<file path="src/rtl/register_bank_if.sv">
// Write/read port bundle for register_bank: one write port with op code,
// two combinational read ports and the registered wrap flag.
interface register_bank_if #(
  parameter int WIDTH = 8,
  parameter int AW    = 2
);
  logic             wr_en;
  logic [1:0]       wr_op;
  logic [AW-1:0]    wr_addr;
  logic [WIDTH-1:0] wr_data;
  logic [AW-1:0]    rd_addr_a;
  logic [AW-1:0]    rd_addr_b;
  logic [WIDTH-1:0] rd_data_a;
  logic [WIDTH-1:0] rd_data_b;
  logic             carry;

  modport master (
    output wr_en, wr_op, wr_addr, wr_data, rd_addr_a, rd_addr_b,
    input  rd_data_a, rd_data_b, carry
  );

  modport slave (
    input  wr_en, wr_op, wr_addr, wr_data, rd_addr_a, rd_addr_b,
    output rd_data_a, rd_data_b, carry
  );
endinterface

</file>
<file path="src/rtl/register_bank.sv">
// General-purpose register bank: one LOAD/INC/CLR write port, two
// combinational read ports, optional write-through bypass and hardwired R0.
module register_bank #(
  parameter int WIDTH   = 8,
  parameter int DEPTH   = 4,
  parameter int AW      = 2,
  parameter bit BYPASS  = 1'b0,
  parameter bit ZERO_R0 = 1'b0
) (
  input logic            clk,
  input logic            rst,
  register_bank_if.slave bus
);

  typedef enum logic [1:0] {
    OP_NOP  = 2'b00,
    OP_LOAD = 2'b01,
    OP_INC  = 2'b10,
    OP_CLR  = 2'b11
  } wr_op_e;

  localparam logic [AW:0] DEPTH_L = (AW+1)'(DEPTH);

  logic [WIDTH-1:0] regs [DEPTH];
  logic             carry_q;

  wr_op_e           op;
  logic             wr_in_range;
  logic             wr_hits_r0;
  logic             accept;
  logic [WIDTH-1:0] old_val;
  logic [WIDTH-1:0] next_val;
  logic             next_carry;

  assign op          = wr_op_e'(bus.wr_op);
  assign wr_in_range = ({1'b0, bus.wr_addr} < DEPTH_L);
  assign wr_hits_r0  = ZERO_R0 && (bus.wr_addr == '0);
  // Gating with rst keeps the bypass path quiet while reset is held.
  assign accept      = rst && bus.wr_en && (op != OP_NOP) && wr_in_range && !wr_hits_r0;

  always_comb begin
    // NOTE: every output of this block gets a default first, so no path can leave one unassigned and infer a latch.
    old_val    = '0;
    next_val   = '0;
    next_carry = 1'b0;
    if (wr_in_range) old_val = regs[bus.wr_addr];
    case (op)
      OP_LOAD: next_val = bus.wr_data;
      OP_INC: begin
        next_val   = old_val + WIDTH'(1);
        next_carry = &old_val;
      end
      default: next_val = '0;
    endcase
  end

  // NOTE: state is updated with non-blocking assignments so every flop samples pre-edge values regardless of statement order.
  always_ff @(posedge clk or negedge rst) begin
    if (!rst) begin
      // NOTE: the bank is a handful of flops rather than a RAM macro, so clearing every entry on reset is legitimate here.
      for (int i = 0; i < DEPTH; i++) regs[i] <= '0;
      carry_q <= 1'b0;
    end else if (accept) begin
      regs[bus.wr_addr] <= next_val;
      carry_q           <= next_carry;
    end
  end

  assign bus.carry = carry_q;

  logic [AW-1:0] rd_addr [2];
  assign rd_addr[0] = bus.rd_addr_a;
  assign rd_addr[1] = bus.rd_addr_b;

  for (genvar p = 0; p < 2; p++) begin : g_rd
    logic [WIDTH-1:0] data;
    always_comb begin
      data = '0;
      if ({1'b0, rd_addr[p]} >= DEPTH_L)
        data = '0;
      else if (ZERO_R0 && (rd_addr[p] == '0))
        data = '0;
      else if (BYPASS && accept && (bus.wr_addr == rd_addr[p]))
        data = next_val;
      else
        data = regs[rd_addr[p]];
    end
  end

  assign bus.rd_data_a = g_rd[0].data;
  assign bus.rd_data_b = g_rd[1].data;

endmodule

</file>
<file path="src/flat_wrapper.sv">
// flat-port wrapper written by rule: the top's interface ports become plain ports
module register_bank_flat 
#(
  parameter int WIDTH   = 8,
  parameter int DEPTH   = 4,
  parameter int AW      = 2,
  parameter bit BYPASS  = 1'b0,
  parameter bit ZERO_R0 = 1'b0
)
  (clk, rst, bus_wr_en, bus_wr_op, bus_wr_addr, bus_wr_data, bus_rd_addr_a, bus_rd_addr_b, bus_rd_data_a, bus_rd_data_b, bus_carry);
  register_bank_if #(.WIDTH(WIDTH), .AW(AW)) bus_i ();
  input logic clk;
  input logic rst;
  input wire logic [$bits(bus_i.wr_en)-1:0] bus_wr_en;
  input wire logic [$bits(bus_i.wr_op)-1:0] bus_wr_op;
  input wire logic [$bits(bus_i.wr_addr)-1:0] bus_wr_addr;
  input wire logic [$bits(bus_i.wr_data)-1:0] bus_wr_data;
  input wire logic [$bits(bus_i.rd_addr_a)-1:0] bus_rd_addr_a;
  input wire logic [$bits(bus_i.rd_addr_b)-1:0] bus_rd_addr_b;
  output wire logic [$bits(bus_i.rd_data_a)-1:0] bus_rd_data_a;
  output wire logic [$bits(bus_i.rd_data_b)-1:0] bus_rd_data_b;
  output wire logic [$bits(bus_i.carry)-1:0] bus_carry;
  assign bus_i.wr_en = bus_wr_en;
  assign bus_i.wr_op = bus_wr_op;
  assign bus_i.wr_addr = bus_wr_addr;
  assign bus_i.wr_data = bus_wr_data;
  assign bus_i.rd_addr_a = bus_rd_addr_a;
  assign bus_i.rd_addr_b = bus_rd_addr_b;
  assign bus_rd_data_a = bus_i.rd_data_a;
  assign bus_rd_data_b = bus_i.rd_data_b;
  assign bus_carry = bus_i.carry;
  register_bank #(.WIDTH(WIDTH), .DEPTH(DEPTH), .AW(AW), .BYPASS(BYPASS), .ZERO_R0(ZERO_R0)) u_core (.clk(clk), .rst(rst), .bus(bus_i));
endmodule
</file>
<file path="config.mk">
export PLATFORM = sky130hd
export DESIGN_NAME = register_bank_flat
export DESIGN_NICKNAME = d
export VERILOG_FILES = /design/src/rtl/register_bank_if.sv /design/src/rtl/register_bank.sv /design/src/flat_wrapper.sv
export SDC_FILE = /design/constraint.sdc
export NUM_CORES = 1
export LEC_CHECK = 0
export ABC_AREA = 1
export CORE_MARGIN = 4
export CORE_UTILIZATION = 40
export DETAILED_ROUTE_END_ITERATION = 8
export SLEW_MARGIN = 20
export SYNTH_ARGS = -nofsm -noshare
export SYNTH_HDL_FRONTEND = slang
export SYNTH_SLANG_ARGS = --single-unit
</file>
<file path="constraint.sdc">
create_clock -name clk -period 1.5 [get_ports clk]
set_input_delay 0.15 -clock clk [delete_from_list [all_inputs] [get_ports clk]]
set_output_delay 0.15 -clock clk [all_outputs]
set_load 0.01 [all_outputs]
</file>
### Word-level counts from Yosys, hierarchy flattened

Cells that the tools add are included.

| operators by class | value |
|---|---|
| add/sub/neg operators | 1 |
| order comparisons | 4 |
| equal/unequal tests | 2 |
| multiplexer cells | 14 |
| bitwise gates (word level) | 3 |
| reduce and logical (&&, ||, !) cells | 5 |

Operators by type and width:

| cell | count |
|---|---|
| 8-bit two-way mux | 7 |
| 8-bit binary-select mux with 2-bit select | 3 |
| 32-bit bitwise mux | 1 |
| 8-bit demux with 2-bit select | 1 |
| 8-bit case mux with 2 select lines | 1 |
| 3-bit greater-or-equal comparator (second input constant) | 3 |
| 2-bit NOT with 3-bit output | 3 |
| 8-bit by 1-bit adder with 8-bit output (second input constant) | 1 |
| 8-bit AND reduction | 1 |
| 1-bit logical AND | 3 |
| 3-bit by 1-bit < comparator with 1-bit output (second input constant) | 1 |
| 2-bit by 1-bit == test with 1-bit output (second input constant) | 1 |
| 2-bit == test (second input constant) | 1 |
| 2-bit nonzero test | 1 |
| 1-bit two-way mux | 1 |

| word-level totals | value |
|---|---|
| bits in registers | 33 |
| input bits | 19 |
| output and inout bits | 17 |
| word-level logic and storage cells | 34 |

### Logic depth before layout (Yosys ltp)

| logic depth | value |
|---|---|
| depth in word-level cells | 7 |
| mapped depth | 15 |
| gate-level depth less buffers | 14 |

### Worst setup path before layout

OpenSTA, ideal clock, no wires.

| path | value |
|---|---|
| kind | input to register |
| start | input port bus_wr_addr[1] |
| end | register u_core.regs[17] (netlist bit) |
| library setup time | 66 ps |
| arrival time | 1,580 ps |
| required time | 1,434 ps |
| setup slack | -146 ps |
| stages on the path | 12 |
| path buffers | 1 |
| cells stage by stage | buf_4 > inv_2 > nor2_1 > nand2_1 > nand2_1 > nor2_1 > inv_1 > ha_1 > nand2_1 > a21boi_0 > nand2_1 > nand2_1 |

| between the ends | value |
|---|---|
| longest elaborated chain between the ends | 7 |
| elaborated cells between the ends (all ways) | 12 |
| those cells by class | add/sub: 1; order compare: 2; mux: 7; bitwise: 1; reduce/logical: 1 |

Ends and longest elaborated chain:

| what | RTL line | text |
|---|---|---|
| start, declared | flat_wrapper.sv:16 | `input wire logic [$bits(bus_i.wr_addr)-1:0] bus_wr_addr;` |
| 2-bit NOT with 3-bit output (not written as such) * | register_bank.sv:46, register_bank.sv:64 |  |
| 8-bit binary-select mux with 2-bit select | register_bank.sv:46 | `if (wr_in_range) old_val = regs[bus.wr_addr];` |
| 8-bit two-way mux (not written as such) (2 in a row) | register_bank.sv:46 |  |
| 8-bit by 1-bit adder with 8-bit output | register_bank.sv:50 | `next_val = old_val + WIDTH'(1);` |
| 8-bit case mux with 2 select lines | register_bank.sv:47 | `case (op)` |
| 32-bit bitwise mux * | register_bank.sv:64 | `regs[bus.wr_addr] <= next_val;` |
| end signal, assigned by index | register_bank.sv:64 |  |
| end, declared | register_bank.sv:24 | `logic [WIDTH-1:0] regs [DEPTH];` |

Every way passes the cells marked *; elsewhere a longest branch is shown, timed or not. The select of a mux whose other input is x is not followed.
A chain may end at the register's enable or synchronous reset.

### Final worst setup path

| path | value |
|---|---|
| start | register u_core.regs[16] (netlist bit) |
| end | register u_core.regs[12] (netlist bit) |

| between the ends | value |
|---|---|
| longest elaborated chain between the ends | 6 |

Ends and longest elaborated chain:

| what | RTL line |
|---|---|
| 8-bit binary-select mux with 2-bit select | register_bank.sv:46 |
| 8-bit two-way mux (not written as such) (2 in a row) | register_bank.sv:46 |
| 8-bit by 1-bit adder with 8-bit output | register_bank.sv:50 |
| 8-bit case mux with 2 select lines | register_bank.sv:47 |
| 32-bit bitwise mux | register_bank.sv:64 |

Every way passes these cells. The select of a mux whose other input is x is not followed.

==> results.py <==
metrics = {
    "run_status": {
        "outcome": "finished, violations left",
        "violations": "negative setup slack",
    },
    "clock_tree": {
        "cts_num_sinks": 33,
        "cts_buffers": 5,
        "clock_path_buffers": 2,
        "cts.clk_slew.worst_paths_ns": 0.07,
        "clk_latency_ns": 0.28,
        "root_buffer": "clkbuf_8",
        "hold_buffers": 0,
        "cts_tree": "built",
        "ctsHtreeMaxLevel": 2,
    },
    "place": {
        "place_congestion": 0.880,
        "port_buffers": 35,
        "dpl.hpwl_mm": 6.11,
        "dpl_cell_area_um2": 3120,
    },
    "cells_and_area": {
        "fin_util_pct": 62.3,
        "multi_input_area_um2": 1540,
        "final_net_count": 485,
        "ff_latch_area_um2": 826,
        "final_area_um2": 3470,
        "drive_gt1_share_pct": 32.4,
        "area_growth_pct": 49.1,
        "diodes": 0,
        "fillers": 551,
    },
    "global_route": {
        "grt_pass1_vias": 2776,
        "track_usage_pct": 24.1,
        "grt.overflow.total": 0,
        "grt_pass1_wl_mm": 13.6,
        "antenna_found_initial": 0,
        "grt_max_degree": 34,
    },
    "power": {
        "p_sw_share_pct": 32.2,
        "switching_power_mw": 0.819,
        "combPwrFrac_pct": 30.4,
        "power_frac_seq_pct": 40.3,
        "power.total_mw": 2.54,
        "clkPwrFrac_pct": 29.2,
        "internal_power_mw": 1.72,
        "leakage_nw": 1.83,
        "ir_drop_mv": 0.480,
        "power_density_nw_per_um2": 732,
    },
    "timing": {
        "slew_headroom_pct": 70.2,
        "drv_slew": 0,
        "period_minus_slack_ns": 1.55,
        "clock_skew_ns": 0.00954,
        "rsz0062_at_grt": "yes",
        "hold_viol": 0,
        "setup-violations-final": 13,
        "fin_ws_ns": -0.0540,
        "whs_ns": 0.462,
        "tightestPinTransition_ns": 0.448,
        "tns_ns": -0.451,
        "fin_crit_sh_pct": 104,
        "fmax_ghz": 0.644,
    },
    "worst_setup_path": {
        "cp_cell_sequence": "nand2_1, nand2_1, nor2_2, inv_2, ha_4, and2_4, a21oi_2, nand2_2, nand2_4, nand3_2, nand2_1",
        "end_kind": "register",
        "cpLargestDelayFamily": "simple AND/OR/NAND/NOR gates",
        "rr_worst_depth": 11,
        "start_kind": "register",
        "arrival_ns": 1.78,
        "worstSetupPathType": "reg2reg",
        "crit_slowest_cell": "dfrtp_1",
        "rr_startpoint": "u_core.regs[16]$_DFFE_PN0P_",
        "reg2reg_to": "u_core.regs[12]$_DFFE_PN0P_",
        "cp_common_cell": "nand2_1",
        "critical_path.max_fanout": 5,
        "regToRegSetupSlack_ns": -0.05,
        "cpPeakStageDelay_ns": 0.41,
        "path_buf_inv": 1,
        "worstPathRequired_ns": 1.72,
    },
    "flow_run": {
        "drv_cap": 0,
    },
    "drt": {
        "drc": 0,
        "num_vias": 2889,
        "vias_per_cell": 5.40,
        "initialDrtViolationCount": 154,
        "antenna_left": 0,
        "firstDrtPassIters": 5,
        "routed_wl_mm": 8.55,
        "wl_per_cell_um": 16.0,
    },
    "synth": {
        "yosys_warnings": 0,
        "synthCells": 366,
        "syn_area_um2": 2330,
        "yosysSeqAreaShare_pct": 35.4,
        "synth_cell_types": 25,
        "syn_avg_cell_area_um2": 6.37,
        "ys_ff_latch": 33,
        "synth_nets": 389,
    },
    "die": {
        "initial_utilization_pct": 41.8,
        "die_w_um": 84.3,
        "coreArea_um2": 5570,
        "pin_count": 36,
        "fp.dieH_um": 84.3,
        "die_area_um2": 7110,
        "rows": 27,
    },
    "min_path": {
        "min_path_type": "in2async",
    },
}
cell families (layout without fill, tap and decap cells):
logic type	after synthesis	count (layout)	share of synthesized area, %
buffers and inverters	35	132	7.41
adders and majority gates	4	4	2.15
AOI/OAI and AO/OA	66	66	15.5
and+or+nand+nor	228	228	39.5
DFF	33	33	35.4
how the worst max path moves through the flow:
stage / from / to / slack (ns) / cells after the start
3_5_place_dp: bus_wr_addr[1] / u_core.regs[10]$_DFFE_PN0P_ / -0.64 / 12
3_3_place_gp: bus_wr_addr[1] / u_core.regs[2]$_DFFE_PN0P_ / -0.60 / 12
2_1_floorplan: u_core.regs[24]$_DFFE_PN0P_ / u_core.regs[2]$_DFFE_PN0P_ / -0.004 / 9
4_1_cts: u_core.regs[8]$_DFFE_PN0P_ / u_core.regs[10]$_DFFE_PN0P_ / -0.06 / 9
5_1_grt: u_core.regs[16]$_DFFE_PN0P_ / u_core.regs[12]$_DFFE_PN0P_ / -0.17 / 12
6_report: u_core.regs[16]$_DFFE_PN0P_ / u_core.regs[12]$_DFFE_PN0P_ / -0.05 / 11
layer usage:
metal  up-vias  part of all wire (%)  routed length (µm)  track usage [%]
li1       1372                     -                   -                -
met1      1351                    41                3480             30.0
met2       136                    48                4120             40.0
met3        30                   6.8                 578             5.20
met4         0                   4.4                 374             10.8
met5         -                     0                   0                0
synthesized netlist by cell type, drive strengths merged:
cell type | number | area, µm²
o31ai | 1 | 12.5
and2 | 1 | 8.76
nor2 | 43 | 174
inv | 21 | 83.8
a21boi | 1 | 7.51
dfrtp | 33 | 826
buf | 7 | 62.6
or2 | 1 | 6.26
nand2 | 158 | 606
nand3 | 25 | 125
a21oi | 5 | 25.0
clkinv | 2 | 7.51
clkbuf | 5 | 18.8
o22ai | 14 | 87.6
o21ai | 45 | 229
ha | 4 | 50.1
worst reg2reg max path: stages, from the launching register on:
cell and delay (ns):
dfrtp_1 0.41, nand2_1 0.07, nand2_1 0.06, nor2_2 0.14
inv_2 0.06, ha_4 0.16, and2_4 0.17, a21oi_2 0.15
nand2_2 0.08, nand2_4 0.09, nand3_2 0.06, nand2_1 0.07
power by group through the flow:
stage	Combinational (mW)	Clock [mW]	Sequential, mW
floorplan	0.341	0	1.03
global placement	0.690	0	1.04
detailed placement	0.698	0	1.04
CTS	0.715	0.765	1.02
global route	0.846	0.810	1.03
finish	0.773	0.743	1.03
cells in the final DEF (no fill, tap or decap), drive strengths merged:
cell type,netlist,layout
nand2,158,158
buf,7,70
o21ai,45,45
nor2,43,43
dfrtp,33,33
nand3,25,25
inv,21,22
clkbuf,5,15
o22ai,14,14
clkdlybuf4s50,0,13
dlygate4sd2,0,5
a21oi,5,5
ha,4,4
clkdlybuf4s15,0,3
dlymetal6s2s,0,2
clkinv,2,2
a21boi,1,1
and2,1,1
or2,1,1
o31ai,1,1
metrics by stage:
step / instances / setup WS (ns)
4_1_cts: 529 / -0.0644
2_1_floorplan: 366 / -0.00360
3_5_place_dp: 515 / -0.643
5_1_grt: 535 / -0.167
3_3_place_gp: 515 / -0.599
6_report: 535 / -0.0540
flip-flops by register name, summed over array words and instances (netlist names):
signal and flops:
u_core.bus.carry 1, u_core.regs 32
layout make-up:
cell class                 count  share of cell area (%)
clock buffer                   7                    2.77
sequential                    33                    23.8
tap                           72                    2.59
multi-input combinational    298                    44.3
clock inverter                 1                   0.144
inverter                      23                    2.85
timing repair buffer         101                    23.5
what timing repair did:
action | in CTS | in global routing
cloned | 1 | 0
pin swaps | 18 | 32
endpoints found under the setup margin | 49 | 48
gates resized for setup | 57 | 68
buffers inserted | 5 | 6
(Power assumes the default switching activity.)
